--- config.mk ---
export PLATFORM = sky130hd
export DESIGN_NAME = encoder_rr_flat
export DESIGN_NICKNAME = d
export VERILOG_FILES = /design/src/rtl/encoder_rr_if.sv /design/src/rtl/encoder_rr.sv /design/src/flat_wrapper.sv
export SDC_FILE = /design/constraint.sdc
export NUM_CORES = 1
export LEC_CHECK = 0
export ABC_AREA = 1
export BUFFER_PORTS_ARGS = -buffer_cell sky130_fd_sc_hd__buf_2
export CORE_AREA = 2 2 39 41
export CTS_CLUSTER_DIAMETER = 200
export CTS_CLUSTER_SIZE = 14
export DETAILED_ROUTE_END_ITERATION = 6
export DIE_AREA = 0 0 41 43
export GPL_TIMING_DRIVEN = 0
export PLACE_DENSITY = 0.46
export SLEW_MARGIN = 20
export SYNTH_ARGS = -nofsm -noshare
export SYNTH_HDL_FRONTEND = slang
export SYNTH_SLANG_ARGS = --single-unit
--- constraint.sdc ---
create_clock -name clk -period 1.6 [get_ports clk]
set_input_delay 0 -clock clk [delete_from_list [all_inputs] [get_ports clk]]
set_output_delay 0 -clock clk [all_outputs]
set_load 0.02 [all_outputs]
--- src/rtl/encoder_rr_if.sv ---
`default_nettype none
// ============================================================================
// Module      : encoder_rr_if
// Description : Request/index handshake bundle for the round-robin encoder.
// Revision    : 1.0 - initial release
// ============================================================================
interface encoder_rr_if #(
    parameter int N = 4
);
    localparam int W = $clog2(N);

    logic         ena;
    logic [N-1:0] req;
    logic         out_ready;
    logic [W-1:0] out;
    logic         out_valid;

    modport master (
        output ena,
        output req,
        output out_ready,
        input  out,
        input  out_valid
    );

    modport slave (
        input  ena,
        input  req,
        input  out_ready,
        output out,
        output out_valid
    );
endinterface
`default_nettype wire

--- src/rtl/encoder_rr.sv ---
`default_nettype none
// ============================================================================
// Module      : encoder_rr
// Description : Registered round-robin N-to-binary encoder with valid/ready out.
// Revision    : 1.0 - initial release
// ============================================================================
module encoder_rr #(
    parameter int N = 4
) (
    input  wire logic    clk,
    input  wire logic    rst,
    encoder_rr_if.slave  bus
);
    localparam int           W      = $clog2(N);
    localparam logic [N-1:0] C_ONES = '1;
    localparam logic [W-1:0] C_LAST = W'(N - 1);

    typedef enum logic [0:0] {
        S_IDLE = 1'b0,
        S_HOLD = 1'b1
    } state_t;

    state_t       r_state;
    logic [W-1:0] r_ptr;
    logic [W-1:0] r_out;
    logic         r_valid;

    logic [N-1:0] w_hi;
    logic         w_found;
    logic [W-1:0] w_sel;
    logic         w_load;
    logic [W-1:0] w_ptr_next;

    // Index of the lowest set bit; descending scan so the lowest wins.
    function automatic logic [W-1:0] f_lowest(input logic [N-1:0] v);
        logic [W-1:0] idx;
        idx = '0;
        for (int i = N - 1; i >= 0; i--) begin
            if (v[i]) idx = W'(i);
        end
        return idx;
    endfunction

    // Rotating priority: requests at or above ptr win; otherwise wrap to the
    // lowest request below ptr.
    always_comb begin
        w_hi       = bus.req & (C_ONES << r_ptr);
        w_found    = |bus.req;
        w_sel      = (|w_hi) ? f_lowest(w_hi) : f_lowest(bus.req);
        w_load     = bus.ena && w_found && (!r_valid || bus.out_ready);
        w_ptr_next = (w_sel == C_LAST) ? '0 : w_sel + 1'b1;
    end

    always_ff @(posedge clk or posedge rst) begin
        if (rst) begin
            r_state <= S_IDLE;
            r_ptr   <= '0;
            r_out   <= '0;
            r_valid <= 1'b0;
        end else begin
            case (r_state)
                S_IDLE: begin
                    if (w_load) begin
                        r_out   <= w_sel;
                        r_ptr   <= w_ptr_next;
                        r_valid <= 1'b1;
                        r_state <= S_HOLD;
                    end
                end
                S_HOLD: begin
                    // Accept and reload on the same edge keeps out_valid high.
                    if (w_load) begin
                        r_out   <= w_sel;
                        r_ptr   <= w_ptr_next;
                        r_valid <= 1'b1;
                        r_state <= S_HOLD;
                    end else if (bus.out_ready) begin
                        r_valid <= 1'b0;
                        r_state <= S_IDLE;
                    end
                end
                default: begin
                    r_valid <= 1'b0;
                    r_state <= S_IDLE;
                end
            endcase
        end
    end

    assign bus.out       = r_out;
    assign bus.out_valid = r_valid;
endmodule
`default_nettype wire

--- src/flat_wrapper.sv ---
// flat-port wrapper written by rule: the top's interface ports become plain ports
module encoder_rr_flat 
#(
    parameter int N = 4
)
  (clk, rst, bus_ena, bus_req, bus_out_ready, bus_out, bus_out_valid);
  encoder_rr_if #(.N(N)) bus_i ();
  input  wire logic clk;
  input  wire logic rst;
  input wire logic [$bits(bus_i.ena)-1:0] bus_ena;
  input wire logic [$bits(bus_i.req)-1:0] bus_req;
  input wire logic [$bits(bus_i.out_ready)-1:0] bus_out_ready;
  output wire logic [$bits(bus_i.out)-1:0] bus_out;
  output wire logic [$bits(bus_i.out_valid)-1:0] bus_out_valid;
  assign bus_i.ena = bus_ena;
  assign bus_i.req = bus_req;
  assign bus_i.out_ready = bus_out_ready;
  assign bus_out = bus_i.out;
  assign bus_out_valid = bus_i.out_valid;
  encoder_rr #(.N(N)) u_core (.clk(clk), .rst(rst), .bus(bus_i));
endmodule
[After elaboration in Yosys (flattened, before gate mapping)]
Index checks and enable logic that the tools add are counted.
Operators by class
  $add $sub $neg: 1
  multiply operators: 0
  divide/modulo/power cells: 0
  order comparisons: 0
  equal/unequal tests: 3
  shifts and indexed selects: 1
  mux-type cells: 20
  bitwise operators: 2
  reduce and logical (&&, ||, !) cells: 7
Operators with widths (number)
  2-bit 2-to-1 mux: 12
  4-bit OR reduction: 2
  1-bit 2-to-1 mux: 6
  4-bit bitwise AND: 1
  1-bit case mux with 2 select lines: 2
  4-bit by 2-bit << shifter with 4-bit output, first input constant: 1
  3-bit != test, second input constant: 1
  2-bit by 1-bit adder with 2-bit output, second input constant: 1
  2-bit equality test, second input constant: 1
  1-bit logical AND: 2
  2-bit by 1-bit != test with 1-bit output, second input constant: 1
  2-bit AND reduction: 1
  1-bit logical NOT: 1
  1-bit logical OR: 1
  1-bit NOT: 1
Word-level totals
  bits in registers: 6
  latch bits: 0
  bits in writable memories: 0
  bits in read-only memories: 0
  bits of input ports: 8
  logic and storage cells: 38
  memories: 0

[Depth between registers and ports, before layout]
Gate-level depths: netlist of the first run.
  depth in word-level cells: 10
  depth in mapped cells: 10
  depth with buffers taken out: 10

[Worst setup path before layout of the first run]
OpenSTA, ideal clock, no wires.
  path kind: register to register
  from: reg u_core.r_ptr[1]
  to: reg u_core.r_ptr[1]
  setup time: 0.121 ns
  data arrival time: 1.194 ns
  data required time: 1.479 ns
  setup slack: 0.285 ns
  stages on the path, launching flop included: 8
  path buffers: 0
  cells stage by stage: dfrtp_1 -> nand2_1 -> a21oi_1 -> nand3_1 -> and2_1 -> ha_1 -> nand2_1 -> o21ai_1
Between the ends
  cells in the longest elaborated chain, start to end: 10
  elaborated cells between the ends (all ways): 12
RTL lines
  start: declaration: line encoder_rr.sv:24  | logic [W-1:0] r_ptr;
  start signal: assignment: line encoder_rr.sv:65  | r_ptr <= w_ptr_next;
  start signal: assignment: line encoder_rr.sv:74  | r_ptr <= w_ptr_next;
  4-bit by 2-bit << shifter with 4-bit output *: line encoder_rr.sv:47  | w_hi = bus.req & (C_ONES << r_ptr);
  4-bit bitwise AND *: line encoder_rr.sv:47
  2-bit 2-to-1 mux (4 in a row): line encoder_rr.sv:39  | if (v[i]) idx = W'(i);
  2-bit 2-to-1 mux *: line encoder_rr.sv:49  | w_sel = (|w_hi) ? f_lowest(w_hi) : f_lowest(bus.req);
  via u_core.w_sel[0]: line encoder_rr.sv:30  | logic [W-1:0] w_sel;
  2-bit by 1-bit adder with 2-bit output or 2-bit equality test (tied branches): line encoder_rr.sv:51  | w_ptr_next = (w_sel == C_LAST) ? '0 : w_sel + 1'b1;
  2-bit 2-to-1 mux *: line encoder_rr.sv:51
  via u_core.w_ptr_next[1]: line encoder_rr.sv:32  | logic [W-1:0] w_ptr_next;
  2-bit 2-to-1 mux *: line encoder_rr.sv:63, encoder_rr.sv:72
The timed path passes the listed nets; every way through them passes the cells marked *. The select of a mux whose other input is x is not followed.
A chain may end at the register's enable or synchronous reset.

[Final worst setup path of the first run]
Same ends and word-level chain as after synthesis.

==> impl_metrics.tcl, run 1 <==
set metrics [dict create \
    critPathKind "flop to flop" \
    critPathMaxFanout 4 \
    cp_slowest_cell "dfrtp_1" \
    port_buffers 10 \
    diodes 0 \
    cpPeakStageDelay_ns 0.38 \
    maxSlewHeadroom_pct 84.1 \
    r2r_setup_slack_ns 0.15 \
    worstReg2RegEnd "u_core.r_ptr[1]" \
    cts_setup_buffers 0 \
    pwr-share-seq_pct 37.4 \
    yosys_warnings 0 \
    grt_max_degree 10 \
    p_leak_nw 0.274 \
    syn_inst 51 \
    start_util_pct 27.5 \
    rr_worst_depth 7 \
    die_w_um 41 \
    final_hold_viol_count 0 \
    clockBufferDepth 2 \
    swShare_pct 37.6 \
    area.growth.synth_to_final_pct 29.6 \
    fin_worst_skew_ns 0.00427 \
    netlist_top_cells_area "dfrtp_1 (39%), nand2_1 (17%), inv_1 (8.9%), nand3_4 (4.6%), ha_1 (3.3%)" \
    reg2reg_from "u_core.r_ptr[1]" \
    hold-path-endpoint "u_core.bus.out_valid" \
    max_freq_mhz 692 \
    hold_slack_ns 0.116 \
    rsz0062_at_grt "false" \
    status "finished, final reports clean" \
    ctsHtreeMaxLevel 1 \
    cts_root_buf "clkbuf_4" \
    die_h_um 43 \
    antenna_found_initial 0 \
    cpMostUsedCell "nand2_1" \
    grt_pass1_wl_um 1110 \
    hpwl_um 555 \
    setup_viol 0 \
    setup_tns_ns 0 \
    ys_seq_area_share_pct 39.5 \
    worstPathArrival_ns 1.57 \
    die_area_um2 1760 \
    critPathLaunchType "flop" \
    dr_total_vias 343 \
    drt_iter0_drc 4 \
    p_comb_share_pct 40.7 \
    syn-mean-instance-area_um2 7.46 \
    grt-ovfl-total 0 \
    cts_sinks 6 \
    maxCapViolations 0 \
    synthTopCellsByCount "nand2_1 (17), inv_1 (9), dfrtp_1 (6)" \
    drc 0 \
    powerDensity_nw_per_um2 1270 \
    drt_wl_total_um 685 \
    p_sw_mw 0.235 \
    hold_path.startpoint "bus_ena" \
    path_clk_slew_ns 0.05 \
    grt.total_usage_pct 9.30 \
    core_um2 1380 \
    synth-edff-count 0 \
    synth_xor_area_share_pct 0 \
    synth_top_cell_area_share_pct 39.5 \
    synth_compound_area_share_pct 12.8 \
    min_period_ns 1.45 \
    clkLatencyLatePin_ns 0.24 \
    fp-row-count 14 \
    period_share_pct 90.3 \
    place_congestion 0.772 \
    grt_pass1_vias 288 \
    pwr-share-clk_pct 21.9 \
    worstPathRequired_ns 1.73 \
    synth_top_family_by_area "simple AND/OR/NAND/NOR gates" \
    synthMuxAreaShare_pct 0 \
    cts_tree "done" \
    yosys.area.top_type "dfrtp_1" \
    cts_buffers 3 \
    firstDrtPassIters 4 \
    path_cells "nand2_1 > a21oi_1 > nand3_1 > and2_1 > ha_1 > nand2_1 > o21ai_1" \
    yosysMostFrequentCell "nand2_1" \
    critPathCaptureType "flop" \
    vias_per_cell 4.18 \
    synth-adder-area-share_pct 3.29 \
    p_int_mw 0.390 \
    tightest_slew_ns 0.239 \
    synth_area_um2 380 \
    min_path_cells 3 \
    irDropWorstVdd_mv 0.511 \
    async_reset_ff_share_pct 100 \
    wire_per_inst_um 8.35 \
    drive_gt1_share_pct 28.8 \
    synth_simple_gate_area_share_pct 33.2 \
    synth_seq_cells 6 \
    synth_flop_cell "dfrtp_1" \
    hp-class "primary input to flop" \
    postRouteAntennaNets 0 \
    syn_nets 60 \
    drv_slew 0 \
    yosysUniqueCellTypes 18 \
    ios 11 \
    layout.nets 77 \
]
==> kinds of logic (layout without fill, tap and decap cells) <==
family	count (synthesis)	in the layout
flops	6	6
buf+inv	10	25
compound gates	8	8
simple gates	26	26
fa+ha+maj	1	1
==> routing by layer <==
layer / GRT usage, % / share of wire (%) / routed length (um) / vias to the layer above
met5: 0 / 0 / 0 / -
met4: 4.00 / 0 / 0 / 0
met3: 1.57 / 4.8 / 33 / 0
met2: 12.2 / 41 / 281 / 11
met1: 14.5 / 54 / 370 / 145
li1: - / - / - / 187
==> power groups by stage <==
stage | combinational, mW | clock [mW] | sequential [mW]
3_3_place_gp | 0.254 | 0 | 0.236
6_report | 0.255 | 0.137 | 0.234
4_1_cts | 0.259 | 0.143 | 0.234
3_5_place_dp | 0.255 | 0 | 0.236
2_1_floorplan | 0.159 | 0 | 0.261
5_1_grt | 0.295 | 0.149 | 0.245
==> worst max-delay path: cells and delay by family, from the launching register on <==
kind	cells	cell delay (ns)
adders and majority gates	1	0.27
DFF	1	0.38
and+or+nand+nor	4	0.44
AOI/OAI and AO/OA	2	0.23
==> flip-flops by register name, indices dropped and copies added, names as in the netlist <==
name,cells
u_core.bus.out,2
u_core.bus.out_valid,1
u_core.r_ptr,2
u_core.r_state,1
==> through the flow <==
stage | setup slack (ns) | instance area, um2 | total power, mW | instances | util, %
3_5_place_dp | 0.171 | 450 | 0.491 | 77 | 32.5
3_3_place_gp | 0.163 | 450 | 0.489 | 77 | 32.5
6_report | 0.155 | 493 | 0.625 | 82 | 35.6
5_1_grt | 0.0362 | 493 | 0.689 | 82 | 35.6
2_1_floorplan | 0.285 | 380 | 0.420 | 51 | -
4_1_cts | 0.159 | 493 | 0.636 | 82 | 35.6
==> repair_timing <==
item                                   CTS  global route
endpoints found under the hold margin    7             0
hold buffers                             2             0
gates resized for setup                  0             0
==> layout by cell type, fill, tap and decap left out, types with 2 or more instances in the layout <==
master and count:
nand2_1 17, nor2_1 3, o21ai_0 2, dfrtp_1 6, clkbuf_4 3, inv_1 9
dlygate4sd3_1 2, buf_2 10, a21oi_1 2
==> worst max-delay path by stage <==
stage | to | cells after the start | startpoint
after CTS | u_core.r_ptr[1] | 7 | u_core.r_ptr[1]
after global routing | u_core.r_ptr[0] | 8 | u_core.r_ptr[1]
final | u_core.r_ptr[1] | 7 | u_core.r_ptr[1]
after global placement | u_core.r_ptr[1] | 7 | u_core.r_ptr[1]
after detailed placement | u_core.r_ptr[1] | 7 | u_core.r_ptr[1]
after floorplan | u_core.r_ptr[1] | 7 | u_core.r_ptr[1]
==> final cells by class <==
cell class | instances | area, um2
Clock buffer | 3 | 22.5
Fill cell | 153 | 891
Inverter | 10 | 42.5
Multi-Input combinational cell | 35 | 188
Sequential cell | 6 | 150
Tap cell | 16 | 20.0
Timing Repair Buffer | 12 | 70.1
No activity file was read; power rests on OpenSTA's default activity.
==> run 2, diff against run 1 <==
- clock period: 1.6 -> 1.33 ns (I/O delays scaled with it)
==> impl_metrics.tcl, run 2 (same netlist as run 1, synthesis figures left out) <==
set metrics [dict create \
    wire_per_inst_um 9.54 \
    drt_iter0_drc 3 \
    max_freq_mhz 733 \
    worstPathArrival_ns 1.53 \
    multi_input_area_um2 230 \
    hp-class "primary input to flop" \
    worstPathRequired_ns 1.50 \
    fin_worst_skew_ns 0.00544 \
    hold_slack_ns 0.118 \
    clkLatencyLatePin_ns 0.24 \
    dp_cells 77 \
    layout.nets 79 \
    setup_tns_ns -0.0370 \
    clockBufferDepth 2 \
    p_leak_nw 0.286 \
    start_util_pct 27.5 \
    postRouteAntennaNets 0 \
    grt-ovfl-total 0 \
    power_mw 0.873 \
    die_w_um 41 \
    die_area_um2 1760 \
    grt.total_usage_pct 10.3 \
    final_hold_viol_count 0 \
    met1_usage_pct 14.8 \
    die_h_um 43 \
    min_period_ns 1.36 \
    top_usage_layer "met2" \
    area.growth.synth_to_final_pct 45.4 \
    worst_slack_ns -0.0346 \
    stdcell_area_um2 553 \
    grtUsageMet3_pct 1.57 \
    place_congestion 0.772 \
    dr_total_vias 352 \
    hpwl_um 555 \
    placed_cell_area_um2 450 \
    fillers 147 \
    grt_max_degree 10 \
    maxSlewHeadroom_pct 84.0 \
    grt_pass1_wl_um 1240 \
    port_buffers 10 \
    ios 11 \
    antenna_found_initial 0 \
    tightest_slew_ns 0.240 \
    mostFrequentLayoutCell "nand2_1" \
    pre_cts_slack_ns -0.0987 \
    drc 0 \
    cts_sinks 6 \
    drive_gt1_share_pct 47.1 \
    regArea_um2 153 \
    final_cell_mix "nand2_1 (15), buf_2 (10), inv_1 (9)" \
    critPathKind "flop to flop" \
    grtUsageMet2_pct 15.0 \
    irDropWorstVdd_mv 0.651 \
    period_share_pct 103 \
    cts_tree "done" \
    final_util_pct 40.0 \
    grt_pass1_vias 323 \
    violations "setup timing" \
    drv_slew 0 \
    drt_wl_total_um 801 \
    powerDensity_nw_per_um2 1580 \
    rsz0062_at_grt "true" \
    critPathMaxFanout 4 \
    critPathCaptureType "flop" \
    cts_buffers 3 \
    core_um2 1380 \
    vias_per_cell 4.19 \
    cts_root_buf "clkbuf_4" \
    maxCapViolations 0 \
    layoutNonFillerInstCount 84 \
    diodes 0 \
    ctsHtreeMaxLevel 1 \
    critPathLaunchType "flop" \
    firstDrtPassIters 2 \
    setup_viol 2 \
    path_clk_slew_ns 0.05 \
    fp-row-count 14 \
    status "complete, but fails checks" \
]
[run 2: cell count changes in the layout (fill, tap and decap cells not counted), sizes merged]
cell  before  now
buf       10   12
[run 2: worst paths after layout]
check / slack, ns / cells after the start / startpoint / end
min in group asynchronous: 0.22 / 3 / rst / u_core.bus.out[0]
max: -0.03 / 7 / u_core.r_ptr[1] / u_core.r_ptr[1]
min reg2reg: 0.48 / 2 / u_core.bus.out[0] / u_core.bus.out[0]
max in group asynchronous: 0.90 / 3 / rst / u_core.r_ptr[1]
max reg2reg: -0.03 / 7 / u_core.r_ptr[1] / u_core.r_ptr[1]
min: 0.12 / 3 / bus_ena / u_core.bus.out_valid
[run 2: final cells by class]
type                            count  share of cell area [%]
Tap cell                           16                    3.62
Multi-Input combinational cell     35                    41.6
Clock buffer                        3                    4.07
Sequential cell                     6                    27.6
Inverter                           10                    7.69
Timing Repair Buffer               14                    15.4
[run 2: report_power, final]
| group | total [mW] | leakage [nW] | internal (mW) | switching, mW |
|---|---|---|---|---|
| sequential | 0.309 | 0.0702 | 0.248 | 0.0616 |
| combinational | 0.398 | 0.202 | 0.180 | 0.218 |
| clock | 0.166 | 0.0138 | 0.102 | 0.0640 |
[run 2: timing repair]
action                                 4_1_cts  5_1_grt
resized for setup                            8        5
setup endpoints to repair                    2        2
cloned                                       0        0
endpoints found under the hold margin        7        0
buffers inserted                             1        1
hold buffers                                 2        0
pin swaps                                    4        5
[run 2: critical path: stages, from the launching register on]
cell	delay, ns
dfrtp_2	0.41
nand2_2	0.08
a21oi_2	0.16
nand3_2	0.10
and2_4	0.17
ha_4	0.25
nand2_1	0.04
o21ai_1	0.06
[run 2: metal layers]
layer  share of wire (%)  wire length (um)  vias up
met5                   0                 0        -
met4                   0                 0        0
met3                 3.4                27        0
met2                  47               380        7
met1                  49               393      154
li1                    -                 -      191
==> run 3, diff against run 2 <==
- CELL_PAD_IN_SITES_DETAIL_PLACEMENT: not set -> 1
- CELL_PAD_IN_SITES_GLOBAL_PLACEMENT: not set -> 2
- CORE_AREA: 2 2 39 41 -> not set
- CORE_UTILIZATION: not set -> 25
- DIE_AREA: 0 0 41 43 -> not set
- PLACE_DENSITY: 0.46 -> 0.68
==> impl_metrics.tcl, run 3 (same netlist as run 1, synthesis figures left out) <==
set metrics [dict create \
    status "finished, final reports clean" \
    max_freq_mhz 757 \
    drt_iter0_drc 0 \
    wire_per_inst_um 9.52 \
    rsz0062_at_grt "true" \
    grt_pass1_wl_um 1210 \
    place_congestion 0.666 \
    critPathLaunchType "flop" \
    antenna_found_initial 0 \
    final_cell_mix "nand2_1 (15), buf_2 (10), inv_1 (9)" \
    drc 0 \
    start_util_pct 28.2 \
    maxSlewHeadroom_pct 85.0 \
    grt_max_degree 10 \
    critPathCaptureType "flop" \
    fp-row-count 13 \
    postRouteAntennaNets 0 \
    area.growth.synth_to_final_pct 44.7 \
    drt_wl_total_um 800 \
    path_clk_slew_ns 0.04 \
    cts_sinks 6 \
    grt-ovfl-total 0 \
    regArea_um2 151 \
    die_area_um2 1680 \
    fillers 174 \
    port_buffers 10 \
    min_period_ns 1.32 \
    dr_total_vias 363 \
    vias_per_cell 4.32 \
    fin_worst_skew_ns 0.00379 \
    cp_slowest_cell "dfrtp_2" \
    irDropWorstVdd_mv 0.748 \
    diodes 0 \
    ctsHtreeMaxLevel 1 \
    powerDensity_nw_per_um2 1590 \
    ios 11 \
    p_leak_nw 0.292 \
    critPathMaxFanout 4 \
    die_w_um 41.0 \
    cpPeakStageDelay_ns 0.42 \
    setup_viol 0 \
    hp-class "primary input to flop" \
    power_mw 0.875 \
    mostFrequentLayoutCell "nand2_1" \
    cts_root_buf "clkbuf_4" \
    tightest_slew_ns 0.225 \
    clockBufferDepth 2 \
    multi_input_area_um2 223 \
    core_um2 1350 \
    period_share_pct 99.3 \
    grt.total_usage_pct 11.6 \
    drv_slew 0 \
    layout.nets 80 \
    clkLatencyLatePin_ns 0.24 \
    path_cells "nor2_1 > o21a_1 > and2_4 > ha_4 > nand2_2 > o21ai_1" \
    die_h_um 41.0 \
    grt_pass1_vias 305 \
    drive_gt1_share_pct 44.9 \
    worstPathRequired_ns 1.45 \
    firstDrtPassIters 1 \
    hold_slack_ns 0.110 \
    pre_cts_slack_ns -0.106 \
    final_hold_viol_count 0 \
    cts_buffers 3 \
    worstPathArrival_ns 1.44 \
    critPathKind "flop to flop" \
    worst_slack_ns 0.00869 \
    hpwl_um 632 \
    final_util_pct 40.8 \
    cts_tree "done" \
    maxCapViolations 0 \
]
run 3: cell types whose count changed in the layout (fill, tap and decap cells not counted):
cell,before,now
nor2_1,1,2
dfrtp_1,4,5
buf_4,2,3
nor2_4,1,0
dfrtp_2,2,1
run 3: layout make-up:
cell class / instances / area share (%)
tap: 15 / 3.41
clock buffer: 3 / 4.09
timing repair buffer: 15 / 16.8
sequential: 6 / 27.5
multi-input combinational: 35 / 40.5
inverter: 10 / 7.73
run 3: metal layers:
metal | up-vias | track usage [%] | share of wire (%)
met4 | 0 | 5.00 | 1.6
li1 | 195 | - | -
met2 | 11 | 16.4 | 43
met3 | 2 | 6.52 | 7.2
met5 | - | 0 | 0
met1 | 155 | 14.2 | 48
run 3: worst paths after layout:
kind	start	end	slack, ns	cells after the start
worst min-delay path	bus_ena	u_core.bus.out_valid	0.11	3
worst min register to register	u_core.bus.out[0]	u_core.bus.out[0]	0.47	2
worst max register to register	u_core.r_ptr[1]	u_core.r_ptr[1]	0.009	6
max in group asynchronous	rst	u_core.r_ptr[1]	0.90	3
min in group asynchronous	rst	u_core.bus.out_valid	0.22	3
worst max-delay path	u_core.r_ptr[1]	u_core.r_ptr[1]	0.009	6
run 3: critical path, delay by kind of cell, from the launching register on:
kind	cells	cell delay (ns)
AOI/OAI and AO/OA	2	0.22
adders and majority gates	1	0.19
DFF	1	0.42
and+or+nand+nor	3	0.37
run 3: power by group:
group          internal [mW]  switching (mW)  total (mW)
sequential             0.245          0.0480       0.293
clock                  0.102          0.0589       0.160
combinational          0.201           0.220       0.421
total                  0.548           0.327       0.875
run 3: timing repair:
action / 4_1_cts / 5_1_grt
hold endpoints to repair: 7 / 0
setup endpoints to repair: 2 / 2
pin swaps: 8 / 2
gates resized for setup: 8 / 2
hold buffers: 2 / 0
buffers inserted: 3 / 0
run 3: per-stage QoR:
step | instance area [um2] | TNS [ns] | std cells
6_report | 551 | 0 | 84
5_1_grt | 551 | -0.147 | 84
4_1_cts | 547 | -0.0319 | 84
3_5_place_dp | 449 | -0.200 | 76
3_3_place_gp | 449 | -0.226 | 76
2_1_floorplan | 380 | 0 | 51
